## src/rtl/wavetable_player.sv

```systemverilog
// Streams an address window of a synchronous sample ROM to the left/right codec
// channels, one sample per write strobe, in one-shot or loop mode with per-channel attenuation.
module wavetable_player #(
  parameter int DATA_W  = 24,
  parameter int ADDR_W  = 17,
  parameter int SHIFT_W = 3
) (
  input  logic               clk,
  input  logic               reset,
  input  logic               start,
  input  logic               stop,
  input  logic               loop_en,
  input  logic [ADDR_W-1:0]  start_addr,
  input  logic [ADDR_W-1:0]  end_addr,
  input  logic [SHIFT_W-1:0] shift_l,
  input  logic [SHIFT_W-1:0] shift_r,
  input  logic               write,
  output logic [ADDR_W-1:0]  rom_addr,
  input  logic [DATA_W-1:0]  rom_q,
  output logic [DATA_W-1:0]  writedata_left,
  output logic [DATA_W-1:0]  writedata_right,
  output logic               busy,
  output logic               done,
  output logic               err,
  output logic [1:0]         dbg_state
);

  // Handshake: the codec pulses write for one cycle when it has taken the
  // current sample; a write seen while a ROM fetch is in flight is dropped.

  typedef enum logic [1:0] {
    S_IDLE  = 2'd0,
    S_PRIME = 2'd1,
    S_PLAY  = 2'd2
  } state_t;

  state_t              r_state;
  logic [1:0]          r_cnt;
  logic [DATA_W-1:0]   r_sample;
  logic [ADDR_W-1:0]   r_addr;
  logic [ADDR_W-1:0]   r_start;
  logic [ADDR_W-1:0]   r_end;
  logic                r_loop;
  logic                r_busy;
  logic                r_done;
  logic                r_err;
  logic                w_win_ok;

  assign w_win_ok = (end_addr >= start_addr);

  always_ff @(posedge clk or posedge reset) begin
    if (reset) begin
      r_state  <= S_IDLE;
      r_cnt    <= 2'd0;
      r_sample <= '0;
      r_addr   <= '0;
      r_start  <= '0;
      r_end    <= '0;
      r_loop   <= 1'b0;
      r_busy   <= 1'b0;
      r_done   <= 1'b0;
      r_err    <= 1'b0;
    end else begin
      r_done <= 1'b0;
      r_err  <= 1'b0;
      if (stop) begin
        r_state  <= S_IDLE;
        r_sample <= '0;
        r_cnt    <= 2'd0;
        r_busy   <= 1'b0;
      end else if (start && w_win_ok) begin
        r_start <= start_addr;
        r_end   <= end_addr;
        r_loop  <= loop_en;
        r_addr  <= start_addr;
        r_cnt   <= 2'd2;
        r_state <= S_PRIME;
        r_busy  <= 1'b1;
      end else begin
        if (start) r_err <= 1'b1;
        case (r_state)
          S_IDLE: r_sample <= '0;
          S_PRIME: begin
            // ROM registers the address one edge after we do, so data lands on the second edge
            if (r_cnt <= 2'd1) begin
              r_sample <= rom_q;
              r_cnt    <= 2'd0;
              r_state  <= S_PLAY;
            end else begin
              r_cnt <= r_cnt - 2'd1;
            end
          end
          S_PLAY: begin
            if (r_cnt != 2'd0) begin
              r_cnt <= r_cnt - 2'd1;
              if (r_cnt == 2'd1) r_sample <= rom_q;
            end else if (write) begin
              if (r_addr != r_end) begin
                r_addr <= r_addr + ADDR_W'(1);
                r_cnt  <= 2'd2;
              end else if (r_loop) begin
                r_addr <= r_start;
                r_cnt  <= 2'd2;
              end else begin
                r_state  <= S_IDLE;
                r_busy   <= 1'b0;
                r_done   <= 1'b1;
                r_sample <= '0;
              end
            end
          end
          default: r_state <= S_IDLE;
        endcase
      end
    end
  end

  assign rom_addr        = r_addr;
  assign busy            = r_busy;
  assign done            = r_done;
  assign err             = r_err;
  assign dbg_state       = r_state;
  assign writedata_left  = $signed(r_sample) >>> shift_l;
  assign writedata_right = $signed(r_sample) >>> shift_r;

endmodule
```

## config.mk

```make
export PLATFORM = sky130hd
export DESIGN_NAME = wavetable_player
export DESIGN_NICKNAME = d
export VERILOG_FILES = /design/src/rtl/wavetable_player.sv
export SDC_FILE = /design/constraint.sdc
export NUM_CORES = 1
export LEC_CHECK = 0
export CAP_MARGIN = 15
export CORE_MARGIN = 4
export CORE_UTILIZATION = 53
export CTS_CLUSTER_DIAMETER = 30
export DETAILED_ROUTE_END_ITERATION = 10
export PLACE_DENSITY = 0.8
export SETUP_SLACK_MARGIN = 0.1
export SYNTH_ARGS = -nofsm -noshare
export SYNTH_HDL_FRONTEND = slang
export SYNTH_SLANG_ARGS = --single-unit
```

## constraint.sdc

```tcl
create_clock -name clk -period 2.96 [get_ports clk]
set_input_delay 0.592 -clock clk [delete_from_list [all_inputs] [get_ports clk]]
set_output_delay 0.592 -clock clk [all_outputs]
set_load 0.05 [all_outputs]
```

==> out/metrics.yaml, run 1 <==
run_status:
  status: "finished clean"
timing:
  max_freq_mhz: 356
  period_share_pct: 94.9
  rsz0062_at_grt: "false"
  hold_viol_final: 0
  drv_slew: 0
  max-slew-margin-rel_pct: 56.4
  min_period_ps: 2810
  setup_ws_ps: 150
  tightest_slew_ps: 648
  setup_viol: 0
  finClkSkew_ps: 7.76
setup_path:
  required_ps: 2370
  endpoint: "writedata_right[1]"
  path_max_fanout: 9
  timing.rr.end: "rom_addr[15]"
  critPathKind: "in2out"
  crit_start: "shift_r[0]"
  r2r_slack_ps: 340
  critPathLaunchType: "input port"
  reg2regPathDepth: 6
  r2r_start: "rom_addr[9]"
  cp-end-kind: "output port"
  worstPathArrival_ps: 2220
logic_synthesis:
  yosysSeqAreaShare_pct: 31.4
  synth_top_area_share_pct: 31.4
  yosysMostFrequentCell: "dfrtp_1"
  synth_edf_count: 0
  synth_nets: 811
  netlist_instances: 716
  synthFlopType: "dfrtp_1"
  synth_area_leaders: "dfrtp_1 31%, mux2i_1 11%, mux2_2 8.9%"
  synth_area_leader_cell: "dfrtp_1"
  syn-cell-area_mm2: 0.00661
  synthArstFlopShare_pct: 100
  yosys_warnings: 0
  avgSynthCellArea_um2: 9.24
  ys_ff_latch: 83
  yosysUniqueCellTypes: 47
  synth_top_cells_by_count: "83 x dfrtp_1, 72 x mux2i_1, 56 x nand2_1"
global_routing:
  overflow: 0
  grt_pass1_vias: 6401
  grt_max_degree: 64
  grt_pass1_wl_um: 33000
  antenna_found_initial: 0
  track_usage_pct: 28.6
die:
  die_w_um: 120
  ios: 140
  fp.coreArea_mm2: 0.0121
  die_area_mm2: 0.0143
  die_h_um: 120
  rows: 40
  initial_core_util_pct: 54.6
final_layout:
  n_antenna_cell: 0
  area_growth_pct: 43.1
  fin_nets: 961
  drive_above_1_share_pct: 25.8
  final_area_mm2: 0.00946
clocking:
  clk_pin_slew_ps: 60
  root_buffer: "clkbuf_16"
  cts_max_level: 3
  numCtsBuffers: 9
  cts.sinks: 83
  ctsLongestPathBuffers: 2
  clk_latency_ps: 350
  cts_tree: "done"
power:
  clockPowerShare_pct: 28.3
  p_leak_uw: 0.00421
  max-vdd-ir-drop_uv: 425
  powerDensity_mw_per_mm2: 476
  intPower_uw: 2900
  power_frac_seq_pct: 33.8
  comb_power_share_pct: 37.9
  switchingPower_uw: 1610
  p_sw_share_pct: 35.7
  total_power_uw: 4510
routing:
  avgRoutedWirePerCell_um: 20.5
  vias: 6395
  routed_wl_um: 21300
  drt-pass1-iter-count: 5
  drc_errors: 0
  ant_nets: 0
  via_per_inst: 6.15
  drt_iter0_drc: 528
placed_design:
  pre_cts_ws_ps: -144
  dp_hpwl_um: 15500
  placed_area_mm2: 0.00890
  port_buffers: 139
  gp_congestion: 0.943
hold_path:
  min_path_type: "reg2reg"
  holdCritStartpoint: "r_start[16]"
job:
  max_cap_violations: 0
flip-flops by register name, summed over array words and instances (netlist names):
register and flops:
busy 1, r_end 17, dbg_state 2, rom_addr 17
r_loop 1, done 1, r_cnt 2, r_start 17
r_sample 24, err 1
layout by cell type, fill, tap and decap left out, drive strengths merged, types with 6 or more instances in the layout:
cell,n
mux2i,72
nor3,19
xor2,15
nand2b,29
nand4,7
mux2,52
and2,16
nand2,57
clkdlybuf4s50,90
o21ai,31
a21oi,23
clkbuf,13
o31ai,17
o21bai,16
nand3,17
a311oi,15
mux4,6
xnor2,17
nor2,34
inv,30
buf,102
ha,25
a31oi,20
a41o,15
dfrtp,83
final cells by class:
type | count | area (um^2)
Tap cell | 168 | 210
Clock buffer | 11 | 253
Fill cell | 798 | 2650
Sequential cell | 83 | 2080
Multi-Input combinational cell | 542 | 4340
Timing Repair Buffer | 198 | 2380
Clock inverter | 5 | 82.6
Inverter | 32 | 121
repair_timing:
item                                    in CTS  in global routing
resized for setup                            5                 26
gates cloned                                 1                  3
endpoints found under the setup margin      21                 50
buffers inserted                             4                  1
pin swaps                                    0                  2
hold buffers                                 0                  0
per-stage QoR:
step	instances	hold WS, ps	util, %	TNS, ps
floorplan	716	480	-	0
global route	1039	537	78.1	0
CTS	1035	515	76.8	0
global placement	1014	499	73.5	0
detailed placement	1014	500	73.5	-4190
finish	1039	511	78.1	0
cells by family (layout without fill, tap and decap cells):
logic type,Yosys count,count (layout),share of synthesized area [%]
xor gates and xnor gates,32,32,4.24
buffers and inverters,91,246,5.98
muxes,130,130,21.8
DFF,83,83,31.4
adders and majority gates,25,25,4.73
and+or+nand+nor,198,198,15.1
AOI/OAI and AO/OA,157,157,16.7
critical path, stage by stage:
cell	delay (ps)
clkdlybuf4s50_1	520
buf_4	220
mux4_2	520
nor2_1	130
a21oi_2	40
buf_4	190
power by group through the flow:
stage               registers, uW  logic (uW)  clock network, uW
CTS                          1510        1670               1280
floorplan                    1620         932                  0
finish                       1520        1710               1280
global placement             1520        1600                  0
detailed placement           1530        1650                  0
global route                 1540        1810               1340
per-layer routing:
metal | global-route usage, % | routed length [um] | vias to the layer above
met4 | 11.2 | 661 | 0
met3 | 4.81 | 1400 | 55
met5 | 0 | 0 | -
met2 | 50.2 | 10800 | 308
met1 | 35.1 | 8450 | 3130
li1 | - | - | 2902
worst min-delay path by stage:
stage	end	slack (ps)	cells past startpoint
floorplan	r_start[16]	480	1
global placement	r_start[5]	500	1
global route	r_start[16]	540	1
detailed placement	r_start[16]	500	1
finish	r_start[16]	510	1
CTS	r_start[16]	510	1
(Power assumes the default switching activity.)
==> run 2, diff against run 1 <==
Settings changed: ABC_AREA set to 1, HOLD_SLACK_MARGIN set to 0.03, PLACE_DENSITY 0.8 to 0.79.
==> run 2 against run 1 <==
Register-to-register slack gained 350 ps. Synthesized cell count is 49% higher. First-iteration DRC count rose by 30%. Highest routed layer unchanged.
==> out/metrics.yaml, run 2 <==
run_status:
  status: "finished clean"
logic_synthesis:
  yosys-mux-area-fraction_pct: 4.91  # -17 points
  netlist_instances: 1066  # +49%
  syn-cell-area_mm2: 0.00693  # +4.8%
  synth_xor_area_share_pct: 1.52  # -2.7 points
  synth_top_family_by_area: "simple AND/OR/NAND/NOR gates"
  synth_fa_ha_area_share_pct: 4.52  # -0.22 points
  ys_ff_latch: 83  # unchanged
  yosysSeqAreaShare_pct: 30.0  # -1.4 points
  synth_area_leader_cell: "dfrtp_1"
  synthFlopType: "dfrtp_1"
  yosys_warnings: 0  # unchanged
  avgSynthCellArea_um2: 6.50  # -30%
  synth_edf_count: 0  # unchanged
  synth_top_area_share_pct: 30.0  # -1.4 points
  synth_nets: 1161  # +43%
  yosysUniqueCellTypes: 33  # -30%
  synth-compound-area-share_pct: 10.7  # -6.0 points
  synthArstFlopShare_pct: 100  # unchanged
  yosys.area_share.simple_pct: 36.5  # +21 points
  yosysMostFrequentCell: "nand2_1"
  synth_top_cells_by_count: "371 x nand2_1, 126 x inv_1, 113 x o21ai_0"
  synth_area_leaders: "dfrtp_1 30%, nand2_1 20%, o21ai_0 8.2%"
routing:
  avgRoutedWirePerCell_um: 15.2  # -26%
  vias: 7473  # +17%
  drc_errors: 0  # unchanged
  drt-pass1-iter-count: 5  # unchanged
  ant_nets: 0  # unchanged
  via_per_inst: 5.47  # -11%
  routed_wl_um: 20800  # -2.6%
  drt_iter0_drc: 684  # +30%
final_layout:
  mostFrequentLayoutCells: "370 x nand2_1, 125 x inv_1, 92 x clkdlybuf4s50_1"
  final_area_mm2: 0.00936  # -1.1%
  fin_nets: 1284  # +34%
  fillers: 1025  # +28%
  fin_util_pct: 73.6  # -4.6 points
  regMostFlops: "r_sample"
  area_growth_pct: 35.1
  regArea_mm2: 0.00208  # unchanged
  multi_input_area_mm2: 0.00404  # -7.0%
  largest_reg_flops: 24  # unchanged
  n_antenna_cell: 0  # unchanged
  mostFrequentLayoutCell: "nand2_1"
  drive_above_1_share_pct: 11.4  # -14 points
timing:
  max_freq_mhz: 356  # about the same
  drv_slew: 0  # unchanged
  period_share_pct: 95.0  # about the same
  tightest_slew_ps: 669  # +21.6 ps
  hold_viol_final: 0  # unchanged
  setup_viol: 0  # unchanged
  min_period_ps: 2810  # +1.34 ps
  max-slew-margin-rel_pct: 55.3  # -1.1 points
  finClkSkew_ps: 6.52  # -1.24 ps
  rsz0062_at_grt: "true"
  setup_ws_ps: 148  # -1.34 ps
placed_design:
  placed_area_mm2: 0.00901  # +1.2%
  dp_hpwl_um: 15800  # +2.3%
  gp_congestion: 1.02  # +8.1%
  pre_cts_ws_ps: 48.9  # +193 ps
  port_buffers: 139  # unchanged
die:
  rows: 41  # +2.5%
  die_h_um: 122  # +2.2%
  initial_core_util_pct: 54.5  # -0.14 points
  ios: 140  # unchanged
  die_w_um: 122  # +2.2%
  die_area_mm2: 0.0150  # +4.4%
  fp.coreArea_mm2: 0.0127  # +5.0%
setup_path:
  path_max_fanout: 43  # +34
  crit_family: "buffers and inverters"
  cpMostUsedCell: "buf_12"
  path_buf_inv: 3  # unchanged
  cp-end-kind: "output port"
  timing.rr.end: "r_sample[15]"
  r2r_start: "dbg_state[0]"
  cp_slowest_stage_delay_ps: 450  # -70 ps
  r2r_slack_ps: 690  # +350 ps
  cp_slowest_cell: "clkdlybuf4s50_1"
  reg2regPathDepth: 11  # +5
  critPathLaunchType: "input port"
  path_cells: "clkdlybuf4s50_1, buf_12, o21ai_0, mux2i_1, o21ai_1, buf_12"
  worstPathArrival_ps: 2220  # about the same
  required_ps: 2370  # about the same
  critPathKind: "in2out"
clocking:
  root_buffer: "clkbuf_16"
  clk_pin_slew_ps: 60  # about the same
  clk_latency_ps: 350  # about the same
  cts_tree: "done"
  post_cts_buffers: 0  # -4
  cts_max_level: 3  # unchanged
  numCtsBuffers: 9  # unchanged
  ctsLongestPathBuffers: 2  # unchanged
  cts.sinks: 83  # unchanged
power:
  switchingPower_uw: 1930  # +20%
  p_sw_share_pct: 40.7  # +5.0 points
  p_leak_uw: 0.00470  # +12%
  total_power_uw: 4750  # +5.3%
  intPower_uw: 2820  # -2.8%
  clockPowerShare_pct: 25.8  # -2.5 points
  powerDensity_mw_per_mm2: 507  # +6.5%
  max-vdd-ir-drop_uv: 600  # +41%
  power_frac_seq_pct: 33.8  # about the same
  comb_power_share_pct: 40.4  # +2.5 points
hold_path:
  holdPathStages: 2  # +1
  min_path_type: "reg2reg"
  hold_end: "r_end[1]"
  holdCritStartpoint: "r_end[1]"
global_routing:
  grt_pass1_vias: 7105  # +11%
  track_usage_pct: 27.7  # -0.88 points
  grt_max_degree: 67  # +4.7%
  antenna_found_initial: 0  # unchanged
  grt_pass1_wl_um: 33400  # +1.2%
  overflow: 0  # unchanged
job:
  max_cap_violations: 0  # unchanged
==> run 2: cells by family (layout without fill, tap and decap cells) <==
| family | count (synthesis) | in the layout |
|---|---|---|
| AND/OR/NAND/NOR | 572 | 572 |
| buffers and inverters | 194 | 321 |
| AO/OA/AOI/OAI | 146 | 146 |
| flip-flops | 83 | 83 |
| multiplexers | 34 | 34 |
| adder cells (fa/ha/maj) | 25 | 25 |
| XOR/XNOR | 12 | 12 |
==> run 2: metal layers <==
layer | vias to the layer above | wire, um | global-route usage [%]
met1 | 3417 | 8240 | 33.1
met3 | 82 | 1370 | 4.38
li1 | 3652 | - | -
met2 | 322 | 10200 | 48.2
met5 | - | 0 | 0
met4 | 0 | 1030 | 14.3
==> run 2: power groups by stage <==
stage / registers [uW] / clock network, uW / logic (uW)
floorplan: 1850 / 0 / 972
global placement: 1610 / 0 / 1860
detailed placement: 1610 / 0 / 1900
CTS: 1600 / 1230 / 1910
global route: 1630 / 1280 / 2110
finish: 1610 / 1220 / 1920
==> run 2: area by class of cell <==
type,count,area share (%)
multi-input combinational,789,43.1
timing repair buffer,175,23.7
sequential,83,22.2
inverter,131,5.29
clock buffer,10,2.55
tap,172,2.30
clock inverter,5,0.829
==> run 2: how the worst max path moves through the flow <==
stage	start	to	slack [ps]	depth (start not counted)
after floorplan	shift_l[1]	writedata_left[12]	-140	5
after global placement	shift_l[0]	writedata_left[17]	100	6
after detailed placement	start_addr[16]	r_sample[13]	50	13
after CTS	shift_l[0]	writedata_left[14]	110	7
after global routing	shift_r[0]	writedata_right[5]	40	9
final	shift_r[0]	writedata_right[5]	150	6
==> run 2: worst register-to-register path, stage by stage, from the launching register on <==
cell and delay [ps]:
dfrtp_1 410, inv_1 80, ha_1 270, inv_1 100, nor2_1 60, inv_1 80, o21ai_0 70, a31oi_1 330
nand2_1 130, nand2_2 350, nand4_1 230, nand2_1 100
==> run 2: per-stage QoR <==
step | cells | TNS, ps | hold WS (ps)
after floorplan | 1066 | -1130 | 453
final | 1365 | 0 | 496
after detailed placement | 1349 | 0 | 477
after CTS | 1364 | 0 | 490
after global routing | 1365 | 0 | 518
after global placement | 1349 | 0 | 469
==> run 2: what timing repair did <==
item                                    4_1_cts  5_1_grt
endpoints found under the setup margin        2       19
hold buffers                                  0        0
resized for setup                             2       12
pin swaps                                     0        0
gates cloned                                  0        1
